**src/rtl/writeback_buffer_pkg.sv**
```systemverilog
// Shared widths, line-tag helper and drain FSM states for the writeback buffer.
package writeback_buffer_pkg;

  localparam int unsigned WB_ADDR_W      = 32;
  localparam int unsigned WB_LINE_W      = 512;
  localparam int unsigned WB_OFFSET_BITS = 6;

  typedef enum logic {
    IDLE,
    WRITE
  } wb_state_e;

  // Result is right-aligned; callers truncate to their own tag width.
  function automatic logic [WB_ADDR_W-1:0] line_tag(input logic [WB_ADDR_W-1:0] addr,
                                                    input int unsigned offset_bits);
    return addr >> offset_bits;
  endfunction

endpackage

```
**src/rtl/writeback_buffer_match.sv**
```systemverilog
// Combinational line match over the buffer entries; reports the youngest matching slot.
module wb_match_unit
  import writeback_buffer_pkg::*;
#(
  parameter int unsigned DEPTH       = 4,
  parameter int unsigned ADDR_W      = WB_ADDR_W,
  parameter int unsigned OFFSET_BITS = WB_OFFSET_BITS
) (
  input  logic [ADDR_W-OFFSET_BITS-1:0] tags [DEPTH],
  input  logic [DEPTH-1:0]              valid,
  input  logic [$clog2(DEPTH)-1:0]      head,
  input  logic [ADDR_W-1:0]             address,
  output logic                          hit,
  output logic [$clog2(DEPTH)-1:0]      idx
);

  localparam int unsigned PTR_W = $clog2(DEPTH);
  localparam int unsigned TAG_W = ADDR_W - OFFSET_BITS;

  logic [TAG_W-1:0] cmp_tag;
  logic [PTR_W-1:0] slot;

  assign cmp_tag = TAG_W'(line_tag(WB_ADDR_W'(address), OFFSET_BITS));

  // Walk from head toward tail so a later match overrides an older one.
  always_comb begin
    hit  = 1'b0;
    idx  = head;
    slot = head;
    for (int unsigned k = 0; k < DEPTH; k++) begin
      slot = head + PTR_W'(k);
      if (valid[slot] && (tags[slot] == cmp_tag)) begin
        hit = 1'b1;
        idx = slot;
      end
    end
  end

endmodule

```
**src/rtl/writeback_buffer.sv**
```systemverilog
// Dirty-line writeback queue: coalesces evictions, drains to RAM by req/ack, and
// answers combinational snoops so fills never see stale RAM data.
module writeback_buffer
  import writeback_buffer_pkg::*;
#(
  parameter int unsigned DEPTH       = 4,
  parameter int unsigned ADDR_W      = WB_ADDR_W,
  parameter int unsigned LINE_W      = WB_LINE_W,
  parameter int unsigned OFFSET_BITS = WB_OFFSET_BITS
) (
  input  logic                     clk,
  input  logic                     rst,
  input  logic                     evict_valid,
  input  logic [ADDR_W-1:0]        evict_address,
  input  logic [LINE_W-1:0]        evict_data,
  output logic                     evict_ready,
  output logic                     ram_wr_req,
  output logic [ADDR_W-1:0]        ram_wr_address,
  output logic [LINE_W-1:0]        ram_wr_data,
  input  logic                     ram_wr_ready,
  input  logic [ADDR_W-1:0]        lookup_address,
  output logic                     lookup_hit,
  output logic [LINE_W-1:0]        lookup_data,
  output logic                     empty,
  output logic [$clog2(DEPTH):0]   count
);

  localparam int unsigned PTR_W = $clog2(DEPTH);
  localparam int unsigned CNT_W = PTR_W + 1;
  localparam int unsigned TAG_W = ADDR_W - OFFSET_BITS;

  logic [TAG_W-1:0]  tag_q  [DEPTH];
  logic [LINE_W-1:0] data_q [DEPTH];
  logic [DEPTH-1:0]  valid_q;
  logic [PTR_W-1:0]  head_q, tail_q;
  logic [CNT_W-1:0]  count_q, count_d;
  wb_state_e         state_q, state_d;

  logic              push, pop, alloc;
  logic              co_hit, sn_hit;
  logic [PTR_W-1:0]  co_idx, sn_idx;
  logic [DEPTH-1:0]  co_valid;
  logic [TAG_W-1:0]  evict_tag;

  assign evict_tag   = TAG_W'(line_tag(WB_ADDR_W'(evict_address), OFFSET_BITS));
  assign evict_ready = (count_q < CNT_W'(DEPTH));
  assign push        = evict_valid && evict_ready;
  assign pop         = (state_q == WRITE) && ram_wr_ready;
  assign alloc       = push && !co_hit;

  // The in-flight head must keep its data stable, so it is hidden from coalescing.
  always_comb begin
    co_valid = valid_q;
    if (state_q == WRITE) begin
      co_valid[head_q] = 1'b0;
    end
  end

  wb_match_unit #(
    .DEPTH       (DEPTH),
    .ADDR_W      (ADDR_W),
    .OFFSET_BITS (OFFSET_BITS)
  ) u_coalesce (
    .tags    (tag_q),
    .valid   (co_valid),
    .head    (head_q),
    .address (evict_address),
    .hit     (co_hit),
    .idx     (co_idx)
  );

  wb_match_unit #(
    .DEPTH       (DEPTH),
    .ADDR_W      (ADDR_W),
    .OFFSET_BITS (OFFSET_BITS)
  ) u_snoop (
    .tags    (tag_q),
    .valid   (valid_q),
    .head    (head_q),
    .address (lookup_address),
    .hit     (sn_hit),
    .idx     (sn_idx)
  );

  assign count_d = count_q + CNT_W'(alloc) - CNT_W'(pop);

  always_comb begin
    state_d = state_q;
    unique case (state_q)
      IDLE:    if (count_d != '0) state_d = WRITE;
      WRITE:   if (ram_wr_ready)  state_d = IDLE;
      default: state_d = IDLE;
    endcase
  end

  always_ff @(posedge clk or posedge rst) begin
    if (rst) begin
      state_q <= IDLE;
      count_q <= '0;
      head_q  <= '0;
      tail_q  <= '0;
      valid_q <= '0;
    end else begin
      state_q <= state_d;
      count_q <= count_d;
      if (alloc) begin
        valid_q[tail_q] <= 1'b1;
        tail_q          <= tail_q + 1'b1;
      end
      if (pop) begin
        valid_q[head_q] <= 1'b0;
        head_q          <= head_q + 1'b1;
      end
    end
  end

  // Payload storage needs no reset: every read is qualified by a valid bit or the FSM.
  always_ff @(posedge clk) begin
    if (alloc) begin
      tag_q[tail_q]  <= evict_tag;
      data_q[tail_q] <= evict_data;
    end else if (push) begin
      data_q[co_idx] <= evict_data;
    end
  end

  assign ram_wr_req     = (state_q == WRITE);
  assign ram_wr_address = ram_wr_req ? {tag_q[head_q], {OFFSET_BITS{1'b0}}} : '0;
  assign ram_wr_data    = ram_wr_req ? data_q[head_q] : '0;
  assign lookup_hit     = sn_hit;
  assign lookup_data    = sn_hit ? data_q[sn_idx] : '0;
  assign empty          = (count_q == '0);
  assign count          = count_q;

endmodule

```
**config.mk**
```make
export PLATFORM = sky130hd
export DESIGN_NAME = writeback_buffer
export DESIGN_NICKNAME = d
export VERILOG_FILES = /design/src/rtl/writeback_buffer_pkg.sv /design/src/rtl/writeback_buffer_match.sv /design/src/rtl/writeback_buffer.sv
export SDC_FILE = /design/constraint.sdc
export NUM_CORES = 2
export LEC_CHECK = 0
export BUFFER_PORTS_ARGS = -buffer_cell sky130_fd_sc_hd__buf_2
export CAP_MARGIN = 20
export CORE_AREA = 2 2 645 647
export CTS_BUF_LIST = sky130_fd_sc_hd__clkbuf_16
export DETAILED_ROUTE_END_ITERATION = 8
export DIE_AREA = 0 0 647 649
export PLACE_DENSITY = 0.4
export SKIP_CTS_REPAIR_TIMING = 1
export SYNTH_ARGS = -nofsm -noshare
export SYNTH_HDL_FRONTEND = slang
export SYNTH_SLANG_ARGS = --single-unit
export TNS_END_PERCENT = 1
```
**constraint.sdc**
```tcl
create_clock -name clk -period 38.1 [get_ports clk]
set_clock_uncertainty 0.2 [all_clocks]
set_input_delay 3.81 -clock clk [delete_from_list [all_inputs] [get_ports clk]]
set_output_delay 3.81 -clock clk [all_outputs]
set_load 0.05 [all_outputs]
```
# Word-level counts from Yosys, hierarchy flattened
# Memories as Yosys holds them, arrays and structs flattened.
# Index checks and enable logic that the tools add are counted.
[word_totals]
reg_bits = 116
ram_bits = 2048
output_inout_bits = 1063
memories = 1
[memory_table]
columns = ["name", "words", "word_bits", "rd", "rd_clocked_by_memory_dff", "write_ports", "line", "source"]
rows = [
  ["data_q", 4, 512, 2, 0, 1, "writeback_buffer.sv:33", "logic [LINE_W-1:0] data_q [DEPTH];"],
]
[op_classes]
add_sub_neg = 6
n_lt_le_gt_ge = 14
n_eq_ne = 8
muxes = 66
bitwise_logic = 10
n_reduce_logical = 18
[op_table]
columns = ["cell", "n"]
rows = [
  ["512-bit two-way mux", 3],
  ["512-bit OR reduction", 1],
  ["26-bit two-way mux", 9],
  ["26-bit binary-select mux with 2-bit select", 4],
  ["26-bit equality test", 8],
  ["104-bit bitwise mux", 1],
  ["26-bit demux with 2-bit select", 1],
  ["32-bit two-way mux", 1],
  ["1-bit two-way mux", 26],
  ["1-bit binary-select mux with 2-bit select", 8],
  ["3-bit >= comparator, second input constant", 5],
  ["2-bit by 3-bit < comparator with 1-bit output, second input constant", 5],
  ["2-bit NOT with 3-bit output", 5],
  ["1-bit logical AND", 14],
  ["2-bit two-way mux", 7],
  ["4-bit two-way mux", 3],
  ["4-bit AND", 2],
  ["2-bit by 1-bit adder with 2-bit output, second input constant", 2],
  ["2-bit adder, second input constant", 2],
  ["1-bit demux with 2-bit select", 2],
  ["2-bit by 1-bit >= comparator with 1-bit output, second input constant", 2],
  ["4-bit NOT", 1],
  ["4-bit bitwise OR", 1],
  ["3-bit by 1-bit adder with 3-bit output", 1],
  ["8 further kinds", 8],
]

# Longest topological paths before layout
[depth]
ltp_word = 21
ltp_mapped = 29
depth_no_buf = 19

# Cells and area by module
# From an unflattened synthesis, not the netlist that was laid out.
[unflattened]
hier_cells = 5601
hier_area_um2 = 106076.7
[modules_own_cells]
columns = ["module", "n_inst", "cells_each", "area_each_um2", "seq_area_each_um2"]
rows = [
  ["writeback_buffer", 1, 4681, 98011.5, 64922.3],
  ["wb_match_unit", 2, 460, 4032.6, 0.0],
]

# Worst setup path before layout
# Ideal clock, no wire load.
[synth_timing]
path_type = "input to register"
from = "input evict_address[26]"
to = "memory data_q[3][0] in the netlist's numbering, enable pin"
t_arrival_ns = 27.904
required_time_ns = 36.439
path_slack_ns = 8.535
stages = 10
n_path_buf = 1
path_cell_list = "clkbuf_1 > xnor2_1 > nand4_1 > nor4_1 > nand2_1 > nand2_1 > nor2_1 > o21a_1 > or3_1 > nor2b_1"
[synth_via]
elab_chain_len = 12
[synth_rtl]
columns = ["element", "line", "source"]
rows = [
  ["start, declared", "writeback_buffer.sv:14", "input logic [ADDR_W-1:0] evict_address,"],
  ["26-bit equality test", "writeback_buffer_match.sv:32", "if (valid[slot] && (tags[slot] == cmp_tag)) begin"],
  ["1-bit logical AND", "writeback_buffer_match.sv:32", ""],
  ["1-bit two-way mux (4 in series)", "writeback_buffer_match.sv:32", ""],
  ["1-bit logical NOT", "writeback_buffer.sv:49", "assign alloc = push && !co_hit;"],
  ["1-bit logical AND", "writeback_buffer.sv:49", ""],
  ["1-bit two-way mux", "writeback_buffer.sv:119", "if (alloc) begin"],
  ["1-bit two-way mux (not written as such)", "writeback_buffer.sv:123", "data_q[co_idx] <= evict_data;"],
  ["512-bit OR reduction (no source line)", "-", ""],
  ["2-bit two-way mux (no source line) / 1-bit two-way mux (equally long branches)", "-", ""],
  ["end, declared", "writeback_buffer.sv:33", ""],
]
# Parallel ways exist; a longest one is shown, timed or not.

# Worst setup path in the final report
[layout_timing]
from = "register head_q[1]"
to = "output lookup_data[171]"
[layout_via]
elab_chain_len = 12
[layout_rtl]
columns = ["element", "line", "source"]
rows = [
  ["start, declared", "writeback_buffer.sv:35", "logic [PTR_W-1:0] head_q, tail_q;"],
  ["start signal, assigned", "writeback_buffer.sv:112", "head_q <= head_q + 1'b1;"],
  ["2-bit by 1-bit adder with 2-bit output", "writeback_buffer_match.sv:31", "slot = head + PTR_W'(k);"],
  ["2-bit NOT with 3-bit output (not written as such)", "writeback_buffer_match.sv:32", ""],
  ["26-bit binary-select mux with 2-bit select", "writeback_buffer_match.sv:32", ""],
  ["26-bit two-way mux (not written as such) (2 in series)", "writeback_buffer_match.sv:32", ""],
  ["26-bit equality test", "writeback_buffer_match.sv:32", ""],
  ["1-bit logical AND", "writeback_buffer_match.sv:32", ""],
  ["2-bit two-way mux (3 in series)", "writeback_buffer_match.sv:32", ""],
  ["memory 4 x 512 bit", "-", ""],
  ["512-bit two-way mux *", "writeback_buffer.sv:131", "assign lookup_data = sn_hit ? data_q[sn_idx] : '0;"],
  ["end, declared", "writeback_buffer.sv:23", "output logic [LINE_W-1:0] lookup_data,"],
]
# Mark *: on every way between the ends. The rest lies on a longest branch, timed or not. The select of a mux whose other input is x is not followed.

==> metrics <==
layout cells sized above 1=0.358; TritonCTS clock tree=done; commonest non-fill, non-tap cells in the layout=edfxtp_1, buf_2, mux2i_1; drt drc=0; CP delay by family, top=buffers and inverters; antenna violations before repair=220; Mapped Area=103000 sq um; post-layout util=0.303; FP Rows=236; peak supply drop=0.0690 mV; asr flop ratio synth=0.00555; maximum clock rate=0.0620 GHz; min Tclk post-route=16.13 ns; count of state elements after synthesis=2164; GP Congestion=0.883; Fillers=41100; DIE AREA=420000 sq um; Hold Vio Cnt, Final=0; Syn Area/Cell=17.3 sq um; H-tree depth=5; # port buffers=1624; Least-Margin Pin Slew=1.07 ns; Ports=1643; Setup crit start kind=flop; Wirelength per Cell=32.0 um; most frequent standard cell in the layout excluding fill and tap cells=edfxtp_1; first-pass iteration count of the detailed router=6; Slowest cell on crit path=dfrtp_4; Yosys cell types=64; Post-DP HPWL=301 mm; RSZ-0062 raised after global routing=no; Buf/Inv on CP=8; largest stage delay on the critical path=0.97 ns; crit path kind=flop to output pin; TritonCTS Sinks=2164; status=complete, no violations; Worst setup EP type=output pin; Setup Viol. Count Final=0; starting density of the core=0.249; TritonCTS Buffers=273; WP data arrival=12.12 ns; GRT Residual Overflow=0; Routed WL=424 mm; CTS clk-pin slew, worst paths=0.06 ns; Hold Path Class=flop to flop; DRC marker count from the first detailed-route iteration=4879; Max-slew headroom=0.284; Post-synth top flop=edfxtp_1; fin nets=8067; part of the cycle the worst path needs=0.423; Clock Latency Late Sink=0.87 ns; Tot Pwr=12.4 mW; vias per inst=4.88; crit-path cells=inv_1, ha_4, buf_4, mux4_2, xnor2_1, nand4_1, a2111oi_0, nor4b_1, and2_1, nor4b_1, nor4_2, buf_4, buf_4, buf_4, buf_12, buf_4, mux2i_1, o22ai_1, buf_2; Synthesis Warnings=0; gr usage total=0.194; Vias=64700; Lkg Pwr=46.7 nW; CP dominant cell by count=buf_4; Max clock buf depth=4; Die Y=649 um; Root Driver=clkbuf_16; setup_tns=0 ns; chip width=647 um; Mapped Cells=5924; Routed Antenna Nets=0; Post-synth EDFFs=2152; global-route wire length before repair=571 mm; Final Max Slew Viols=0; Seq/Total Area, Yosys=0.633; max-cap viol count=0; CP Max Fanout=126; CP required=34.09 ns; vias in the first global route=65900; Area growth syn-to-layout=21.8%; CORE AREA=413000 sq um; PD cells=99.4 nW/um^2; largest net degree at the start of global routing=127
-- metal layers --
metal / vias to the layer above / GRT usage / share of wire
li1: 27400 / - / -
met1: 34000 / 0.217 / 0.37
met2: 2390 / 0.338 / 0.51
met3: 803 / 0.0601 / 0.078
met4: 134 / 0.0836 / 0.045
met5: - / 0 / 0.0019
-- state kept, by name, summed over array words and instances (netlist names) --
| name | cells |
|---|---|
| data_q | 2048 |
| head_q | 2 |
| tag_q | 104 |
| tail_q | 2 |
| valid_q | 4 |
| ram_wr_req | 1 |
| count | 3 |
-- worst paths after layout --
| check | from | endpoint | slack [ns] | cells past startpoint |
|---|---|---|---|---|
| max in group asynchronous | rst | head_q[0] | 34.50 | 2 |
| worst min-delay path | tail_q[0] | tail_q[0] | 0.35 | 1 |
| min in group asynchronous | rst | count[1] | 2.81 | 2 |
| worst max-delay path | head_q[1] | lookup_data[171] | 21.97 | 19 |
| worst max register to register | head_q[0] | data_q[1][220] | 27.59 | 17 |
| worst min register to register | tail_q[0] | tail_q[0] | 0.35 | 1 |
-- stage by stage --
| stage | instances | hold slack, ns | setup WS (ns) | cell area, sq um |
|---|---|---|---|---|
| 6_report | 13300 | 0.353 | 21.97 | 125000 |
| 5_1_grt | 13200 | 0.367 | 21.14 | 125000 |
| 4_1_cts | 13100 | 0.351 | 21.67 | 125000 |
| 3_5_place_dp | 12700 | 0.343 | 22.09 | 116000 |
| 3_3_place_gp | 12700 | 0.338 | 22.05 | 116000 |
| 2_1_floorplan | 5929 | 0.298 | 8.53 | 103000 |
-- cells in the mapped netlist, drive strengths merged, types with 3 or more instances --
| cell type | count | area share |
|---|---|---|
| nand4 | 37 | 0.0023 |
| mux4 | 608 | 0.13 |
| nor2b | 3 | 0.00018 |
| o21ai | 19 | 0.00093 |
| o211ai | 6 | 0.00044 |
| mux2 | 14 | 0.0015 |
| a2bb2oi | 4 | 0.00034 |
| a21boi | 4 | 0.00029 |
| edfxtp | 2152 | 0.63 |
| xor2 | 25 | 0.0021 |
| nand3 | 15 | 0.00073 |
| nor4 | 13 | 0.00079 |
| buf | 240 | 0.015 |
| clkbuf | 246 | 0.0090 |
| dfrtp | 12 | 0.0029 |
| nor4b | 3 | 0.00026 |
| nand2 | 20 | 0.00073 |
| nand2b | 7 | 0.00043 |
| and3 | 6 | 0.00037 |
| mux2i | 1119 | 0.11 |
| a22oi | 8 | 0.00059 |
| a221oi | 5 | 0.00043 |
| ha | 10 | 0.0012 |
| a21oi | 16 | 0.00078 |
| nor2 | 26 | 0.00095 |
| a2111oi | 7 | 0.00078 |
| o2bb2ai | 3 | 0.00026 |
| o221ai | 4 | 0.00034 |
| and2 | 542 | 0.033 |
| xnor2 | 162 | 0.014 |
| o22ai | 523 | 0.032 |
| nor3 | 10 | 0.00049 |
| inv | 23 | 0.00084 |
| o2111ai | 5 | 0.00043 |
-- cells by family after synthesis --
| family | Yosys count | share of synthesized area |
|---|---|---|
| XOR/XNOR | 187 | 0.0160 |
| buffers and inverters | 509 | 0.0252 |
| multiplexers | 1741 | 0.244 |
| AO/OA/AOI/OAI | 624 | 0.0392 |
| adder cells (fa/ha/maj) | 11 | 0.00142 |
| other | 1 | 0.0000366 |
| AND/OR/NAND/NOR | 687 | 0.0406 |
| flip-flops | 2164 | 0.633 |
-- final cells by class --
cell class / instances / area, sq um / share of cell area
Sequential cell: 2164 / 64900 / 0.520
Tap cell: 5474 / 6850 / 0.0548
Clock buffer: 278 / 6960 / 0.0557
Clock inverter: 196 / 1410 / 0.0113
Multi-Input combinational cell: 3256 / 35100 / 0.281
Antenna cell: 105 / 263 / 0.00210
Inverter: 23 / 86.3 / 0.000691
Timing Repair Buffer: 1758 / 9290 / 0.0744
-- where the power goes --
part           total (mW)  internal [mW]  leakage (nW)  switching (mW)
registers            3.20           3.03          19.7           0.174
clock network        2.46           1.42          4.33            1.04
logic                6.76           1.92          22.6            4.84
No activity file was read; power rests on OpenSTA's default activity.
